[config.mk]
export PLATFORM = sky130hd
export DESIGN_NAME = avalon_mm_register_bridge
export DESIGN_NICKNAME = d
export VERILOG_FILES = /design/src/rtl/avalon_mm_register_bridge.sv
export SDC_FILE = /design/constraint.sdc
export NUM_CORES = 1
export LEC_CHECK = 0
export BUFFER_PORTS_ARGS = -buffer_cell sky130_fd_sc_hd__buf_2
export CAP_MARGIN = 20
export CELL_PAD_IN_SITES_DETAIL_PLACEMENT = 0
export CELL_PAD_IN_SITES_GLOBAL_PLACEMENT = 1
export CORE_AREA = 3 3 99 120
export CTS_CLUSTER_DIAMETER = 120
export DETAILED_ROUTE_END_ITERATION = 8
export DIE_AREA = 0 0 102 123
export PLACE_DENSITY_LB_ADDON = 0.1
export SLEW_MARGIN = 40
export SYNTH_ARGS = -nofsm -noshare
export SYNTH_HDL_FRONTEND = slang
export SYNTH_SLANG_ARGS = --single-unit
[constraint.sdc]
create_clock -name clk -period 5 [get_ports clk]
set_input_delay 1 -clock clk [delete_from_list [all_inputs] [get_ports clk]]
set_output_delay 1 -clock clk [all_outputs]
set_load 0.01 [all_outputs]
[src/rtl/avalon_mm_register_bridge.sv]
// Avalon-MM slave to peripheral register bridge.
// Accepts one command per cycle, delays it by LATENCY-1 register stages, then
// issues a one-hot read/write strobe toward the peripheral register file and
// returns registered read data one cycle later. Reads are throttled so that
// no more than MAX_PENDING are in flight.
// Optional build macro: REG_BRIDGE_ERR_RESP_EN. When it is defined, out-of-range
// accesses return SLVERR and set a sticky err_seen flag. When it is undefined,
// response is always OKAY.
module avalon_mm_register_bridge #(
  parameter int REGS        = 4,
  parameter int DATAWIDTH   = 32,
  parameter int LATENCY     = 2,
  parameter int MAX_PENDING = 2,
  parameter int ADDRWIDTH   = (REGS > 1) ? $clog2(REGS) : 1
) (
  input  logic                      clk,
  input  logic                      reset,
  input  logic [ADDRWIDTH-1:0]      address,
  input  logic                      read,
  input  logic                      write,
  input  logic [DATAWIDTH-1:0]      writedata,
  input  logic [DATAWIDTH/8-1:0]    byteenable,
  output logic                      waitrequest,
  output logic [DATAWIDTH-1:0]      readdata,
  output logic                      readdatavalid,
  output logic [1:0]                response,
  output logic [REGS-1:0]           reg_write_en,
  output logic [REGS-1:0]           reg_read_en,
  output logic [DATAWIDTH-1:0]      reg_wdata,
  output logic [DATAWIDTH/8-1:0]    reg_byteen,
  input  logic [REGS*DATAWIDTH-1:0] reg_rdata
);

  localparam int BE_W   = DATAWIDTH / 8;
  localparam int PEND_W = $clog2(MAX_PENDING + 1);
  localparam logic [ADDRWIDTH:0]  REGS_LIM = (ADDRWIDTH + 1)'(REGS);
  localparam logic [PEND_W-1:0]   PEND_MAX = PEND_W'(MAX_PENDING);

  typedef enum logic [1:0] {ST_RESET, ST_INIT, ST_RUN} state_t;

  state_t              state_q;
  logic [PEND_W-1:0]   pending_q;
  logic                acc_rd, acc_wr;

  // Command as it appears in the strobe cycle (C+LATENCY-1)
  logic                st_rd, st_wr;
  logic [ADDRWIDTH-1:0] st_addr;
  logic [DATAWIDTH-1:0] st_wdata;
  logic [BE_W-1:0]     st_be;
  logic                st_in_range;
  logic [DATAWIDTH-1:0] wdata_masked;
  logic [DATAWIDTH-1:0] rd_mux;

  logic                readdatavalid_q;
  logic [DATAWIDTH-1:0] readdata_q;

  // Power-up sequencing: hold off the bus for the reset cycle and one INIT cycle
  always_ff @(posedge clk or posedge reset) begin
    if (reset) begin
      state_q <= ST_RESET;
    end else begin
      case (state_q)
        ST_RESET: state_q <= ST_INIT;
        default:  state_q <= ST_RUN;
      endcase
    end
  end

  // A simultaneous read+write is treated as a write, so it is never stalled
  assign waitrequest = (state_q != ST_RUN) | (read & ~write & (pending_q == PEND_MAX));
  assign acc_wr      = write & ~waitrequest;
  assign acc_rd      = read & ~write & ~waitrequest;

  generate
    if (LATENCY == 1) begin : g_comb
      assign st_rd    = acc_rd;
      assign st_wr    = acc_wr;
      assign st_addr  = address;
      assign st_wdata = writedata;
      assign st_be    = byteenable;
    end else begin : g_pipe
      logic [LATENCY-2:0]   rd_q, wr_q;
      logic [ADDRWIDTH-1:0] addr_q  [LATENCY-1];
      logic [DATAWIDTH-1:0] wdata_q [LATENCY-1];
      logic [BE_W-1:0]      be_q    [LATENCY-1];

      // Delay line for accepted commands; reset discards anything in flight
      always_ff @(posedge clk or posedge reset) begin
        if (reset) begin
          rd_q <= '0;
          wr_q <= '0;
          for (int i = 0; i < LATENCY - 1; i++) begin
            addr_q[i]  <= '0;
            wdata_q[i] <= '0;
            be_q[i]    <= '0;
          end
        end else begin
          rd_q[0]    <= acc_rd;
          wr_q[0]    <= acc_wr;
          addr_q[0]  <= address;
          wdata_q[0] <= writedata;
          be_q[0]    <= byteenable;
          for (int i = 1; i < LATENCY - 1; i++) begin
            rd_q[i]    <= rd_q[i-1];
            wr_q[i]    <= wr_q[i-1];
            addr_q[i]  <= addr_q[i-1];
            wdata_q[i] <= wdata_q[i-1];
            be_q[i]    <= be_q[i-1];
          end
        end
      end

      assign st_rd    = rd_q[LATENCY-2];
      assign st_wr    = wr_q[LATENCY-2];
      assign st_addr  = addr_q[LATENCY-2];
      assign st_wdata = wdata_q[LATENCY-2];
      assign st_be    = be_q[LATENCY-2];
    end
  endgenerate

  assign st_in_range = ({1'b0, st_addr} < REGS_LIM);

  genvar gi;
  generate
    for (gi = 0; gi < REGS; gi++) begin : g_strobe
      assign reg_write_en[gi] = st_wr & (st_addr == ADDRWIDTH'(gi));
      assign reg_read_en[gi]  = st_rd & (st_addr == ADDRWIDTH'(gi));
    end
    for (gi = 0; gi < BE_W; gi++) begin : g_lane
      assign wdata_masked[gi*8 +: 8] = st_wdata[gi*8 +: 8] & {8{st_be[gi]}};
    end
  endgenerate

  // Write data and lanes are only presented alongside a real write strobe
  assign reg_wdata  = (st_wr & st_in_range) ? wdata_masked : '0;
  assign reg_byteen = (st_wr & st_in_range) ? st_be : '0;

  // Select the strobed register word; out-of-range selects nothing and yields 0
  always_comb begin
    rd_mux = '0;
    for (int i = 0; i < REGS; i++) begin
      if (reg_read_en[i]) rd_mux = rd_mux | reg_rdata[i*DATAWIDTH +: DATAWIDTH];
    end
  end

  // Outstanding-read count: +1 on read acceptance, -1 on each return
  always_ff @(posedge clk or posedge reset) begin
    if (reset) begin
      pending_q <= '0;
    end else begin
      case ({acc_rd, readdatavalid_q})
        2'b10:   pending_q <= pending_q + PEND_W'(1);
        2'b01:   if (pending_q != '0) pending_q <= pending_q - PEND_W'(1);
        default: pending_q <= pending_q;
      endcase
    end
  end

`ifdef REG_BRIDGE_ERR_RESP_EN
  logic       err_seen_q;
  logic [1:0] response_q;

  // Sticky record of any out-of-range access, cleared only by reset
  always_ff @(posedge clk or posedge reset) begin
    if (reset) begin
      err_seen_q <= 1'b0;
    end else if ((st_rd | st_wr) & ~st_in_range) begin
      err_seen_q <= 1'b1;
    end
  end

  // Read return with SLVERR for out-of-range or after any earlier error
  always_ff @(posedge clk or posedge reset) begin
    if (reset) begin
      readdatavalid_q <= 1'b0;
      readdata_q      <= '0;
      response_q      <= 2'b00;
    end else begin
      readdatavalid_q <= st_rd;
      if (st_rd) begin
        readdata_q <= st_in_range ? rd_mux : '0;
        response_q <= (~st_in_range | err_seen_q) ? 2'b10 : 2'b00;
      end
    end
  end

  assign response = response_q;
`else
  // Read return; readdata holds its last value between returns
  always_ff @(posedge clk or posedge reset) begin
    if (reset) begin
      readdatavalid_q <= 1'b0;
      readdata_q      <= '0;
    end else begin
      readdatavalid_q <= st_rd;
      if (st_rd) readdata_q <= st_in_range ? rd_mux : '0;
    end
  end

  assign response = 2'b00;
`endif

  assign readdata      = readdata_q;
  assign readdatavalid = readdatavalid_q;

endmodule

==> impl_metrics.json, run 1 <==
{
  "route.vias.total": 3249,
  "vdd_drop_max_v": 0.0001938,
  "boundaryPins": 250,
  "htreeDepth": 3,
  "post_synthesis_instance_total": 298,
  "launching_point_of_the_worst_reg2reg_path": "g_pipe.rd_q$_DFF_PP0_",
  "grt_pass1_wl_um": 16730,
  "cts_sinks": 77,
  "gp_congestion": 0.7545,
  "critical_path_peak_fanout": 33,
  "required_ns": 4.00,
  "detail_route.first_pass.iterations": 4,
  "worstReg2RegEnd": "readdata[28]$_DFFE_PP0P_",
  "die_w_um": 102,
  "timing.final.hold_violations": 0,
  "r2r.worst_path.cells": 4,
  "clk_path_buf_depth": 2,
  "kind_of_start_point_of_the_critical_path": "register",
  "post_synth_instance_area_mm2": 0.003354,
  "setup_viol_count_final": 0,
  "power.static_leakage_nw": 2.583,
  "holdCritPathClass": "reg -> reg",
  "final.setup.tns_ns": 0,
  "pwr_density_cell_mw_per_mm2": 382.4,
  "final_area_mm2": 0.004942,
  "cp-startpoint": "g_pipe.rd_q$_DFF_PP0_",
  "number_of_global_route_vias_before_repair": 3282,
  "cts-hold-fix-buffers": 0,
  "fraction_of_registers_with_async_set_reset_pct": 100.0,
  "synth_largest_type_area_fraction_pct": 57.44,
  "cp_data_arrival_time_ns": 1.77,
  "drc_errors": 0,
  "dieHeight_um": 123,
  "ff2ff_setup_slack_ns": 3.27,
  "clock_latency_ns": 0.33,
  "synth.lib_cells_used.distinct": 26,
  "drt_first_iter_violations": 100,
  "dp.final_hpwl_um": 8307,
  "period_share_pct": 55.49,
  "cts_root_buffer": "sky130_fd_sc_hd__clkbuf_16",
  "core_mm2": 0.01093,
  "routed_via_density": 4.835,
  "post_cts.repair.setup_buffers": 0,
  "critical_path.endpoint": "reg_read_en[1]",
  "numPortBuffers": 247,
  "synth_seq_cells": 77,
  "final_antenna_net_count": 0,
  "routed_wl_um": 11010,
  "layout.cells.most_common": "sky130_fd_sc_hd__buf_2",
  "cts-buffers-inserted": 9,
  "status": "finished clean",
  "detail_route.wl_per_cell_um": 16.38,
  "slew_headroom_pct": 52.94,
  "min_period_ns": 2.774,
  "yosys_warnings": 0,
  "clock_skew_ns": 0.005177,
  "layout-area-overhead-vs-synth_pct": 47.33,
  "post_synth_edffs": 0,
  "finalNetCount": 705,
  "synth_area_leader_cell": "sky130_fd_sc_hd__dfrtp_1",
  "maxSlewViolCount": 0,
  "globalRouteTotalUtil_pct": 17.41,
  "cp-end-kind": "output pin",
  "tritoncts": "done",
  "timing.max_cap.violations": 0,
  "n_antenna_cell": 0,
  "placed_standard_cell_area_mm2": 0.004641,
  "synth_area_per_cell_um2": 11.26,
  "filler_instances": 1105,
  "worst_pin_slew_ns": 0.7051,
  "rows": 42,
  "floorplan.initialDensity_pct": 30.69,
  "area_of_the_die_mm2": 0.01255,
  "rsz0062_at_grt": "no",
  "grt_max_degree": 44,
  "clk_pin_slew_ns": 0.06,
  "timing.fmax_mhz": 360.5,
  "total_power_mw": 1.890,
  "cts_resized": 0,
  "grt_antenna_before_repair": 0,
  "fin_worst_hold_slack_ns": 0.5276,
  "ys_top_cells_by_area": "sky130_fd_sc_hd__dfrtp_1, sky130_fd_sc_hd__a22oi_1, sky130_fd_sc_hd__and3_1",
  "synth_sequential_area_ratio_pct": 57.44,
  "worst-setup-path-type": "reg -> out",
  "post_route_cells_drive_above_1_share_pct": 52.59,
  "final_cell_mix": "sky130_fd_sc_hd__buf_2, sky130_fd_sc_hd__dfrtp_1, sky130_fd_sc_hd__a22oi_1",
  "synth-main-ff-cell": "sky130_fd_sc_hd__dfrtp_1",
  "grt_remaining_overflow": 0
}
worst min path at each step:
| stage | startpoint | endpoint | slack (ns) | cells after the start |
|---|---|---|---|---|
| after floorplan | g_pipe.rd_q$_DFF_PP0_ | readdatavalid$_DFF_PP0_ | 0.41 | 0 |
| after global placement | state_q[0]$_DFF_PP0_ | state_q[1]$_DFF_PP0_ | 0.49 | 1 |
| after detailed placement | state_q[0]$_DFF_PP0_ | state_q[1]$_DFF_PP0_ | 0.50 | 1 |
| after CTS | state_q[0]$_DFF_PP0_ | state_q[1]$_DFF_PP0_ | 0.53 | 1 |
| after global routing | readdata[19]$_DFFE_PP0P_ | readdata[19]$_DFFE_PP0P_ | 0.56 | 2 |
| final | state_q[0]$_DFF_PP0_ | state_q[1]$_DFF_PP0_ | 0.53 | 1 |
synth_stat cells, drive strengths merged, types with 2 or more instances:
cell and count:
a31oi 32, buf 19, and3 34, inv 2, and3b 4, nand3b 2
and2 7, nor2 35, dfrtp 77, a22oi 65, clkbuf 9
stage by stage:
stage | setup slack [ns] | util (%) | instances
2_1_floorplan | 2.033 | - | 299
3_3_place_gp | 2.536 | 42.46 | 656
3_5_place_dp | 2.534 | 42.46 | 656
4_1_cts | 2.177 | 45.20 | 672
5_1_grt | 2.062 | 45.22 | 672
6_report | 2.226 | 45.22 | 672
power by group:
group | total, mW | leakage, nW | internal [mW] | switching, mW
logic | 0.431 | 1.54 | 0.199 | 0.232
registers | 0.811 | 0.892 | 0.736 | 0.0749
clock network | 0.647 | 0.149 | 0.399 | 0.248
kinds of logic (layout without fill, tap and decap cells):
kind of cell | after synthesis | in the layout | share of synthesized area, %
AND/OR/NAND/NOR | 88 | 88 | 14.25
XOR/XNOR | 1 | 1 | 0.2611
AO/OA/AOI/OAI | 101 | 101 | 22.68
flip-flops | 77 | 77 | 57.44
buffers and inverters | 30 | 271 | 5.259
other | 1 | 2 | 0.1118
area by class of cell:
type	instances	area [um2]	area share (%)
Inverter	2	8.758	0.1772
Multi-Input combinational cell	192	1257	25.44
Clock buffer	10	239.0	4.835
Timing Repair Buffer	253	1281	25.92
Sequential cell	77	1929	39.04
Clock inverter	6	61.31	1.241
Tap cell	132	165.2	3.342
critical path, stage by stage, from the launching register on:
cell,delay [ns]
sky130_fd_sc_hd__dfrtp_2,0.64
sky130_fd_sc_hd__and3b_1,0.22
sky130_fd_sc_hd__buf_4,0.36
sky130_fd_sc_hd__buf_2,0.21
per-layer routing:
layer | track usage (%) | vias up | share of wire [%]
li1 | - | 1594 | -
met1 | 20.59 | 1477 | 39
met2 | 29.92 | 162 | 50
met3 | 4.063 | 16 | 9.0
met4 | 7.629 | 0 | 1.8
met5 | 0 | - | 0
state kept, by name, indices dropped and copies added, names as in the netlist:
register	flops
g_pipe.addr_q	2
g_pipe.be_q	4
g_pipe.rd_q	1
g_pipe.wdata_q	32
g_pipe.wr_q	1
pending_q	2
readdata	32
readdatavalid	1
state_q	2
Note: power is estimated with default switching activity, not from simulation.
==> inputs of run 2 (changes only) <==
--- a/config.mk
+++ b/config.mk
@@ -5,14 +5,15 @@
 export SDC_FILE = /design/constraint.sdc
 export NUM_CORES = 1
 export LEC_CHECK = 0
+export ABC_AREA = 1
 export BUFFER_PORTS_ARGS = -buffer_cell sky130_fd_sc_hd__buf_2
 export CAP_MARGIN = 20
 export CELL_PAD_IN_SITES_DETAIL_PLACEMENT = 0
 export CELL_PAD_IN_SITES_GLOBAL_PLACEMENT = 1
-export CORE_AREA = 3 3 99 120
+export CORE_AREA = 3 3 108 131
 export CTS_CLUSTER_DIAMETER = 120
 export DETAILED_ROUTE_END_ITERATION = 8
-export DIE_AREA = 0 0 102 123
+export DIE_AREA = 0 0 111 134
 export PLACE_DENSITY_LB_ADDON = 0.1
 export SLEW_MARGIN = 40
 export SYNTH_ARGS = -nofsm -noshare
==> constraint.sdc (replaced) <==
create_clock -name clk -period 2.62 [get_ports clk]
set_input_delay 0.524 -clock clk [delete_from_list [all_inputs] [get_ports clk]]
set_output_delay 0.524 -clock clk [all_outputs]
set_load 0.01 [all_outputs]
==> run 2 against run 1 <==
Die area rose by 19%. Core utilization fell by 4.6 points. Non-clock buffer count rose by 1. Register-to-register slack got worse by 2.1 ns. Hold slack got worse by 0.28 ns. Sequential power rose by 91%. Flip-flop and latch count did not move. Critical endpoint is now reg_wdata[2]. Largest power group unchanged.
==> impl_metrics.json, run 2 <==
{
  "post-route-util_pct": 40.61,
  "period_share_pct": 73.36,
  "rsz0062_at_grt": "no",
  "routed_wl_um": 12090,
  "tritoncts": "done",
  "synth_area_leader_cell": "sky130_fd_sc_hd__dfrtp_1",
  "slew_headroom_pct": 61.99,
  "drc_errors": 0,
  "worst_pin_slew_ns": 0.5695,
  "detail_route.wl_per_cell_um": 13.57,
  "globalRouteTotalUtil_pct": 16.46,
  "cp_data_arrival_time_ns": 1.40,
  "cp-end-kind": "output pin",
  "final_area_mm2": 0.005306,
  "post_synth_instance_area_mm2": 0.003610,
  "clock_skew_ns": 0.005496,
  "finalNetCount": 887,
  "number_of_global_route_vias_before_repair": 3794,
  "dp_worst_slack_ns": 0.9910,
  "synth_largest_type_area_fraction_pct": 53.38,
  "timing.fmax_mhz": 520.3,
  "synth_sequential_area_ratio_pct": 53.38,
  "maxSlewViolCount": 0,
  "kind_of_start_point_of_the_critical_path": "register",
  "clk_path_buf_depth": 2,
  "grt_antenna_before_repair": 1,
  "post_cts.repair.setup_buffers": 0,
  "final.setup.tns_ns": 0,
  "filler_instances": 1403,
  "yosys_warnings": 0,
  "layout-area-overhead-vs-synth_pct": 47.00,
  "worst-setup-path-type": "reg -> out",
  "cts-buffers-inserted": 9,
  "numPortBuffers": 247,
  "final_antenna_net_count": 0,
  "dieHeight_um": 134,
  "total_power_mw": 3.759,
  "fin_worst_hold_slack_ns": 0.2525,
  "boundaryPins": 250,
  "final-instance-count-excl-fill": 891,
  "holdCritPathClass": "in -> async",
  "detail_route.first_pass.iterations": 4,
  "area_of_the_die_mm2": 0.01487,
  "grt_remaining_overflow": 0,
  "floorplan.initialDensity_pct": 27.63,
  "dp.final_hpwl_um": 9323,
  "cts-hold-fix-buffers": 0,
  "post_route_cells_drive_above_1_share_pct": 39.20,
  "min_period_ns": 1.922,
  "clk_pin_slew_ns": 0.06,
  "final_critical_path_setup_slack_ns": 0.6981,
  "layout.cells.most_common": "sky130_fd_sc_hd__buf_2",
  "power.static_leakage_nw": 3.122,
  "post_synthesis_instance_total": 469,
  "pwr_density_cell_mw_per_mm2": 708.3,
  "dp_cells": 874,
  "setup_viol_count_final": 0,
  "drt_first_iter_violations": 81,
  "cts_sinks": 77,
  "ys_top_cells_by_area": "sky130_fd_sc_hd__dfrtp_1, sky130_fd_sc_hd__nand2_1, sky130_fd_sc_hd__inv_1",
  "htreeDepth": 3,
  "placed_standard_cell_area_mm2": 0.004991,
  "timing.final.hold_violations": 0,
  "die_w_um": 111,
  "synth.lib_cells_used.distinct": 16,
  "post-synth-top-count-cell": "sky130_fd_sc_hd__nand2_1",
  "cts_resized": 0,
  "final_cell_mix": "sky130_fd_sc_hd__buf_2, sky130_fd_sc_hd__nand2_1, sky130_fd_sc_hd__inv_1",
  "fraction_of_registers_with_async_set_reset_pct": 100.0,
  "vdd_drop_max_v": 0.0002563,
  "yosys-top-cells-count": "sky130_fd_sc_hd__nand2_1, sky130_fd_sc_hd__inv_1, sky130_fd_sc_hd__dfrtp_1, sky130_fd_sc_hd__nor2_1, sky130_fd_sc_hd__nand4_1",
  "critical_path_peak_fanout": 9,
  "post_synth_edffs": 0,
  "grt_pass1_wl_um": 19400,
  "route.vias.total": 3700,
  "rows": 46,
  "timing.max_cap.violations": 0,
  "gp_congestion": 0.8272,
  "status": "finished clean",
  "grt_max_degree": 41,
  "synth_area_per_cell_um2": 7.697,
  "routed_via_density": 4.153,
  "core_mm2": 0.01307,
  "synth-main-ff-cell": "sky130_fd_sc_hd__dfrtp_1",
  "clock_latency_ns": 0.33,
  "synth_seq_cells": 77,
  "cts_root_buffer": "sky130_fd_sc_hd__clkbuf_16",
  "required_ns": 2.10
}
run 2: layout make-up:
cell class	count	area, um2	share of cell area [%]
flip-flops and latches	77	1927	36.31
repair buffers	254	1301	24.52
multi-input cells	290	1232	23.23
inverters	85	321.6	6.060
clock buffers	12	256.5	4.834
well taps	168	210.2	3.961
clock inverters	4	55.05	1.037
diodes	1	2.502	0.04716
run 2: cell families after synthesis:
| kind of cell | count (synthesis) | synth area share (%) |
|---|---|---|
| AND/OR/NAND/NOR | 287 | 33.73 |
| buffers and inverters | 103 | 12.58 |
| flip-flops | 77 | 53.38 |
| AO/OA/AOI/OAI | 1 | 0.2080 |
| other | 1 | 0.1039 |
run 2: final timing paths:
check                                 startpoint                           end  slack [ns]  cells past startpoint
setup / recovery           g_pipe.wr_q$_DFF_PP0_                  reg_wdata[2]        0.70                      3
min in group clk                   writedata[24]  g_pipe.wdata_q[24]$_DFF_PP0_        0.30                      1
max in group asynchronous                  reset   g_pipe.wdata_q[5]$_DFF_PP0_        1.81                      3
hold reg to reg             state_q[1]$_DFF_PP0_          state_q[0]$_DFF_PP0_        0.44                      1
hold / removal                             reset  g_pipe.wdata_q[16]$_DFF_PP0_        0.25                      2
setup reg to reg           g_pipe.rd_q$_DFF_PP0_      readdata[27]$_DFFE_PP0P_        1.13                      4
run 2: report_power, final:
part	switching [mW]	total, mW	leakage, nW	internal [mW]
clock network	0.484	1.28	0.149	0.795
registers	0.127	1.55	0.925	1.42
logic	0.516	0.932	2.05	0.416
total	1.13	3.76	3.12	2.63
run 2: per-layer routing:
metal  part of all wire [%]  track usage, %
met4                   0.94           4.517
met3                    8.1           5.370
met1                     42           19.70
met5                      0               0
met2                     49           28.48
run 2: worst max-delay path, cell delays in order (launching register included):
cell	delay [ns]
sky130_fd_sc_hd__dfrtp_1	0.47
sky130_fd_sc_hd__nand2_1	0.27
sky130_fd_sc_hd__nor2_1	0.19
sky130_fd_sc_hd__buf_2	0.15
